`config.mk`:
```
export PLATFORM = sky130hd
export DESIGN_NAME = alu_mc
export DESIGN_NICKNAME = d
export VERILOG_FILES = /design/src/rtl/alu_pkg.sv /design/src/rtl/alu_muldiv.sv /design/src/rtl/alu_mc.sv
export SDC_FILE = /design/constraint.sdc
export NUM_CORES = 1
export LEC_CHECK = 0
export CAP_MARGIN = 20
export CELL_PAD_IN_SITES_DETAIL_PLACEMENT = 0
export CELL_PAD_IN_SITES_GLOBAL_PLACEMENT = 1
export CORE_ASPECT_RATIO = 1.4
export CORE_MARGIN = 3
export CORE_UTILIZATION = 47
export DETAILED_ROUTE_END_ITERATION = 12
export PLACE_DENSITY_LB_ADDON = 0.1
export SYNTH_ARGS = -nofsm -noshare
export SYNTH_HDL_FRONTEND = slang
export SYNTH_SLANG_ARGS = --single-unit
export TNS_END_PERCENT = 5
```
`constraint.sdc`:
```
create_clock -name clk -period 14.4 [get_ports clk]
set_clock_uncertainty 0.05 [all_clocks]
set_input_delay 1.44 -clock clk [delete_from_list [all_inputs] [get_ports clk]]
set_output_delay 1.44 -clock clk [all_outputs]
set_load 0.05 [all_outputs]
```
`src/rtl/alu_pkg.sv`:
```
// Shared definitions for the multi-cycle ALU: op codes, FSM states and long-op classification.
package alu_pkg;

    localparam logic [4:0] OP_ADD   = 5'b00000;
    localparam logic [4:0] OP_SUB   = 5'b00010;
    localparam logic [4:0] OP_SLL   = 5'b00100;
    localparam logic [4:0] OP_SLT   = 5'b00110;
    localparam logic [4:0] OP_SLTU  = 5'b00111;
    localparam logic [4:0] OP_MUL   = 5'b01000;
    localparam logic [4:0] OP_MULH  = 5'b01001;
    localparam logic [4:0] OP_MULHU = 5'b01011;
    localparam logic [4:0] OP_DIV   = 5'b01100;
    localparam logic [4:0] OP_DIVU  = 5'b01101;
    localparam logic [4:0] OP_REM   = 5'b01110;
    localparam logic [4:0] OP_REMU  = 5'b01111;
    localparam logic [4:0] OP_XOR   = 5'b10000;
    localparam logic [4:0] OP_SRL   = 5'b10100;
    localparam logic [4:0] OP_SRA   = 5'b10110;
    localparam logic [4:0] OP_OR    = 5'b11000;
    localparam logic [4:0] OP_AND   = 5'b11100;
    localparam logic [4:0] OP_LUI   = 5'b11111;

    typedef enum logic [1:0] {
        ST_IDLE = 2'd0,
        ST_BUSY = 2'd1,
        ST_DONE = 2'd2
    } state_e;

    function automatic logic is_long_op(input logic [4:0] op);
        case (op)
            OP_MUL, OP_MULH, OP_MULHU,
            OP_DIV, OP_DIVU, OP_REM, OP_REMU: return 1'b1;
            default:                          return 1'b0;
        endcase
    endfunction

endpackage

```
`src/rtl/alu_muldiv.sv`:
```
// Iterative radix-2 mul/div: shared hi/lo registers used as shift-add product or restoring
// remainder/quotient, with sign fix-up applied on the final iteration.
module alu_muldiv
    import alu_pkg::*;
#(
    parameter int WIDTH = 32
) (
    input  logic             clk,
    input  logic             rst_n,
    input  logic             start_i,
    input  logic [4:0]       op_i,
    input  logic [WIDTH-1:0] a_i,
    input  logic [WIDTH-1:0] b_i,
    output logic             done_o,
    output logic [WIDTH-1:0] res_o
);
    localparam int CW = $clog2(WIDTH);

    logic             busy_q, neg_q, bz_q;
    logic [CW-1:0]    cnt_q;
    logic [4:0]       op_q;
    logic [WIDTH-1:0] hi_q, lo_q, dvs_q;
    logic [WIDTH-1:0] hi_d, lo_d;

    logic             signed_op, sa, sb;
    logic [WIDTH-1:0] a_mag, b_mag;
    logic [WIDTH:0]   sum, t, diff;
    logic [2*WIDTH-1:0] prod, prod_n;

    assign signed_op = (op_i == OP_MULH) || (op_i == OP_DIV) || (op_i == OP_REM);
    assign sa        = signed_op & a_i[WIDTH-1];
    assign sb        = signed_op & b_i[WIDTH-1];
    assign a_mag     = sa ? -a_i : a_i;
    assign b_mag     = sb ? -b_i : b_i;

    // op_q[2] separates the divide group (011xx) from the multiply group (010xx)
    always_comb begin
        sum  = {1'b0, hi_q} + (lo_q[0] ? {1'b0, dvs_q} : '0);
        t    = {hi_q, lo_q[WIDTH-1]};
        diff = t - {1'b0, dvs_q};
        if (op_q[2]) begin
            hi_d = diff[WIDTH] ? t[WIDTH-1:0] : diff[WIDTH-1:0];
            lo_d = {lo_q[WIDTH-2:0], ~diff[WIDTH]};
        end else begin
            hi_d = sum[WIDTH:1];
            lo_d = {sum[0], lo_q[WIDTH-1:1]};
        end
    end

    assign prod   = {hi_d, lo_d};
    assign prod_n = neg_q ? -prod : prod;
    assign done_o = busy_q && (cnt_q == CW'(WIDTH-1));

    always_comb begin
        res_o = '0;
        case (op_q)
            OP_MUL:           res_o = lo_d;
            OP_MULH:          res_o = prod_n[2*WIDTH-1:WIDTH];
            OP_MULHU:         res_o = hi_d;
            OP_DIV, OP_DIVU:  res_o = bz_q ? '1 : (neg_q ? -lo_d : lo_d);
            OP_REM, OP_REMU:  res_o = neg_q ? -hi_d : hi_d;
            default:          res_o = '0;
        endcase
    end

    always_ff @(posedge clk) begin
        if (!rst_n) begin
            busy_q <= 1'b0;
            cnt_q  <= '0;
            op_q   <= '0;
            hi_q   <= '0;
            lo_q   <= '0;
            dvs_q  <= '0;
            neg_q  <= 1'b0;
            bz_q   <= 1'b0;
        end else if (start_i) begin
            busy_q <= 1'b1;
            cnt_q  <= '0;
            op_q   <= op_i;
            hi_q   <= '0;
            lo_q   <= a_mag;
            dvs_q  <= b_mag;
            // remainder takes the dividend's sign; product/quotient take the xor
            neg_q  <= (op_i == OP_REM) ? sa : (sa ^ sb);
            bz_q   <= (b_i == '0);
        end else if (busy_q) begin
            hi_q   <= hi_d;
            lo_q   <= lo_d;
            cnt_q  <= cnt_q + 1'b1;
            if (done_o) busy_q <= 1'b0;
        end
    end

endmodule

```
`src/rtl/alu_mc.sv`:
```
// Multi-cycle RV32I/M ALU with valid/ready handshake and registered result/zero.
// Define ALU_MULDIV_EN to build the iterative mul/div unit; otherwise long op codes yield 0.
module alu_mc
    import alu_pkg::*;
#(
    parameter int WIDTH = 32
) (
    input  logic             clk,
    input  logic             rst_n,
    input  logic             in_valid,
    output logic             in_ready,
    input  logic [4:0]       op,
    input  logic [WIDTH-1:0] rd1,
    input  logic [WIDTH-1:0] rd2,
    output logic             out_valid,
    input  logic             out_ready,
    output logic [WIDTH-1:0] result,
    output logic             zero
);
    localparam int SHW = $clog2(WIDTH);

    state_e           state_q, state_d;
    logic [WIDTH-1:0] result_q, result_d, short_res, md_res;
    logic             zero_q, zero_d;
    logic             accept, xfer, long_op, md_done;
    logic [SHW-1:0]   shamt;

    assign out_valid = (state_q == ST_DONE);
    assign in_ready  = (state_q == ST_IDLE) || ((state_q == ST_DONE) && out_ready);
    assign accept    = in_valid && in_ready;
    assign xfer      = out_valid && out_ready;
    assign result    = result_q;
    assign zero      = zero_q;
    assign shamt     = rd2[SHW-1:0];

`ifdef ALU_MULDIV_EN
    assign long_op = is_long_op(op);

    alu_muldiv #(.WIDTH(WIDTH)) u_muldiv (
        .clk     (clk),
        .rst_n   (rst_n),
        .start_i (accept && long_op),
        .op_i    (op),
        .a_i     (rd1),
        .b_i     (rd2),
        .done_o  (md_done),
        .res_o   (md_res)
    );
`else
    assign long_op = 1'b0;
    assign md_done = 1'b0;
    assign md_res  = '0;
`endif

    always_comb begin
        short_res = '0;
        case (op)
            OP_ADD:  short_res = rd1 + rd2;
            OP_SUB:  short_res = rd1 - rd2;
            OP_AND:  short_res = rd1 & rd2;
            OP_OR:   short_res = rd1 | rd2;
            OP_XOR:  short_res = rd1 ^ rd2;
            OP_SLL:  short_res = rd1 << shamt;
            OP_SRL:  short_res = rd1 >> shamt;
            OP_SRA:  short_res = WIDTH'($signed(rd1) >>> shamt);
            OP_LUI:  short_res = rd1 + rd2;
            OP_SLT:  short_res = WIDTH'($signed(rd1) < $signed(rd2));
            OP_SLTU: short_res = WIDTH'(rd1 < rd2);
            default: short_res = '0;
        endcase
    end

    always_comb begin
        state_d  = state_q;
        result_d = result_q;
        zero_d   = zero_q;
        case (state_q)
            ST_IDLE, ST_DONE: begin
                if (accept) begin
                    state_d = long_op ? ST_BUSY : ST_DONE;
                    if (!long_op) begin
                        result_d = short_res;
                        zero_d   = (short_res == '0);
                    end
                end else if (xfer) begin
                    state_d = ST_IDLE;
                end
            end
            ST_BUSY: begin
                if (md_done) begin
                    state_d  = ST_DONE;
                    result_d = md_res;
                    zero_d   = (md_res == '0);
                end
            end
            default: state_d = ST_IDLE;
        endcase
    end

    always_ff @(posedge clk) begin
        if (!rst_n) begin
            state_q  <= ST_IDLE;
            result_q <= '0;
            zero_q   <= 1'b1;
        end else begin
            state_q  <= state_d;
            result_q <= result_d;
            zero_q   <= zero_d;
        end
    end

endmodule
```
==> impl_results.md <==
* Clk Latency, worst-skew pair at roughly 280 ps
* CP Launch Type: input pin
* Post-synthesis cell type count at 85
* Largest net degree at the start of global routing at 64
* Flops & latches, synth at 34
* Synth warn at 0
* Rel. slew slack at 0.1458
* Diode count at 0
* Max_cap viols at 0
* Core box area at approximately 23000 µm²
* Tmin final at 6758 ps
* CTS sink count at 34
* WP data required at 14570 ps
* Post-CTS repair timing setup buffer count at 0
* Max FO, Critical Path at 18
* Gr ovfl total at 0
* Critical R2R Launch: state_q[1]
* Share of layout cells above drive strength 1 at 0.07873
* Most common cell after layout, fill and taps aside: nor2_1
* Hold crit path type: register to register
* Clock buffer depth at 2
* Reg2reg end: zero
* DR pass1 iterations at 6
* Hold buffer count at cts at 0
* Largest vdd supply drop at 0.07401 mV
* Dominant cells by area after synthesis: ha_1 11%, mux4_2 6.6%, dfxtp_1 6.2%
* Rows at 65
* WHS Endpoint: result[23]
* Final setup viols at 0
* Hold_ws at 409.4 ps
* Crit. End Element: register
* Die W at 134.7 µm
* FILL cells at 2303
* RD Place Congestion at about 1.1
* DP HPWL at 43.96 mm
* Final hold violations at 0
* Worst Hold Depth at 2
* Via count at 13920
* Net count after synthesis at between 1500 and 2000
* Depth of the CTS H-tree at 2
* Yosys top cell by area: ha_1
* Via density at 7.420
* Total GRT Usage at 0.4312
* Mapped cell area at around 11000 µm²
* Syn Inst Count at 1554
* Die Y at ~190 µm
* Setup_tns at 0 ps
* Vias in the first global route at 12830
* Antenna Violating Nets Remaining at 0
* Pins Over Slew Limit at 0
* Max Fclk at ~150 MHz
* Reg2Reg Depth at 10
* RSZ-0062 raised after global routing: false
* Wire per inst at 30.02 µm
* Crit path kind: input pin to register
* Highest-count cells in the layout ignoring fill and taps: 160 x nor2_1, 132 x nand2_1, 117 x a21oi_1, 103 x clkdlybuf4s50_1, 97 x ha_1
* Period Utilization, post-route at 0.4693
* Crit path DAT at 6930 ps
* Asr flop ratio synth at 0
* Slew @ Worst Pin at 1274 ps
* IO Count at about 110
* Syn Area/Cell at 7.017 µm²
* Reg2Reg Setup Slack at roughly 11000 ps
* Post-synth EDFFs at 0
* Initial antenna violation count at 0
* Clk pin slew, worst setup/hold paths at around 50 ps
* Final WL at 56.31 mm
* Leakage at around 0.0048 µW
* Final Util at 0.5349
* TritonCTS Buffers at 5
* Status: completed
* Initial core utilization at 0.4806
* Drt drc at 0
* Sequential area share after synthesis at 0.06242
* P&R area growth vs syn at 11.31%
* P per Cell Area at 56.19 nW/µm²
* CTS tree: done
* Final #Nets at 1746
* Most used DFF post-synth: dfxtp_1
* Die area at 25090 µm²
* First-pass GRT wire length at 82.09 mm
* Port Buffers at 107
* Hold wc startpoint: result[23]
* Starting DRC count in detailed routing at 2111
* Post-CTS sizing at 0
* Root buf cell: clkbuf_16
* Share of Yosys cell area claimed by the top area cell type at 0.1113
-- layout make-up --
| class | instances | area (µm²) | share of cell area |
|---|---|---|---|
| multi-input cells | 1306 | 9338 | 0.7693 |
| repair buffers | 132 | 1239 | 0.1021 |
| flip-flops and latches | 34 | 680.7 | 0.05608 |
| well taps | 301 | 376.6 | 0.03103 |
| inverters | 95 | 356.6 | 0.02938 |
| clock buffers | 7 | 142.6 | 0.01175 |
| clock inverters | 1 | 5.005 | 0.0004123 |
-- registers in the layout, indices dropped and copies added (netlist names) --
name	count
result	32
zero	1
state_q	1
-- through the flow --
stage               instances  total power [µW]  cell area (µm²)  worst slack, ps
floorplan                1554             401.3            10900             8879
global placement         1867             557.9            11990             7791
detailed placement       1868             557.7            11990             7635
CTS                      1876             664.3            12140             7911
global route             1876             708.8            12140             7460
finish                   1876             682.1            12140             7642
-- report_power, final --
part,internal (µW),switching (µW)
sequential,102,3.56
combinational,160,311
clock,68.4,36.8
-- layer usage --
metal,up-vias,wire (µm),global-route usage
met1,6570,20240,0.5213
met5,-,0,0
met2,1141,25380,0.7095
li1,5921,-,-
met4,0,4902,0.2865
met3,288,5793,0.06674
-- worst max-delay path by stage --
stage	startpoint	to	slack (ps)	cells past startpoint
after floorplan	rd2[3]	zero	8880	18
after global placement	rd2[4]	zero	7790	14
after detailed placement	rd2[4]	zero	7640	14
after CTS	rd2[4]	zero	7910	14
after global routing	rd2[4]	zero	7460	14
final	rd2[4]	zero	7640	14
-- synthesized netlist by cell type, drive strengths merged (9+ instances only) --
master / count
nor2: 161
nand2: 132
a21oi: 117
ha: 97
inv: 95
clkbuf: 75
o21ai: 71
mux2i: 57
nor3: 53
nand3: 50
buf: 44
a211oi: 40
dfxtp: 34
mux4: 34
mux2: 33
o211ai: 31
nand4: 30
nor2b: 22
o22ai: 22
a22oi: 21
a31oi: 18
and2: 18
or3: 18
o31ai: 17
xnor2: 16
nor4: 15
a21o: 14
o2111ai: 14
a221oi: 13
o21bai: 13
a211o: 12
nand2b: 11
o221ai: 11
and3: 9
o21a: 9
o32ai: 9
or2: 9
-- worst max-delay path, stage by stage --
cell and delay, ps:
clkdlybuf4s50_1 1040, inv_1 470, ha_1 540, nor2_1 190
o211ai_1 200, a2111oi_0 810, o2111ai_1 400, a21oi_1 510
a21o_1 260, o2111ai_1 320, nor2_1 190, nand3_1 90
nor4_1 250, a41o_1 210
-- kinds of logic after synthesis --
| kind of cell | after synthesis | synth area share |
|---|---|---|
| muxes | 124 | 0.1580 |
| and+or+nand+nor | 556 | 0.2465 |
| adders and majority gates | 99 | 0.1150 |
| DFF | 34 | 0.06242 |
| buffers and inverters | 214 | 0.08216 |
| xor gates and xnor gates | 17 | 0.01365 |
| AOI/OAI and AO/OA | 510 | 0.3223 |
Power figures use the tool's default switching activity.
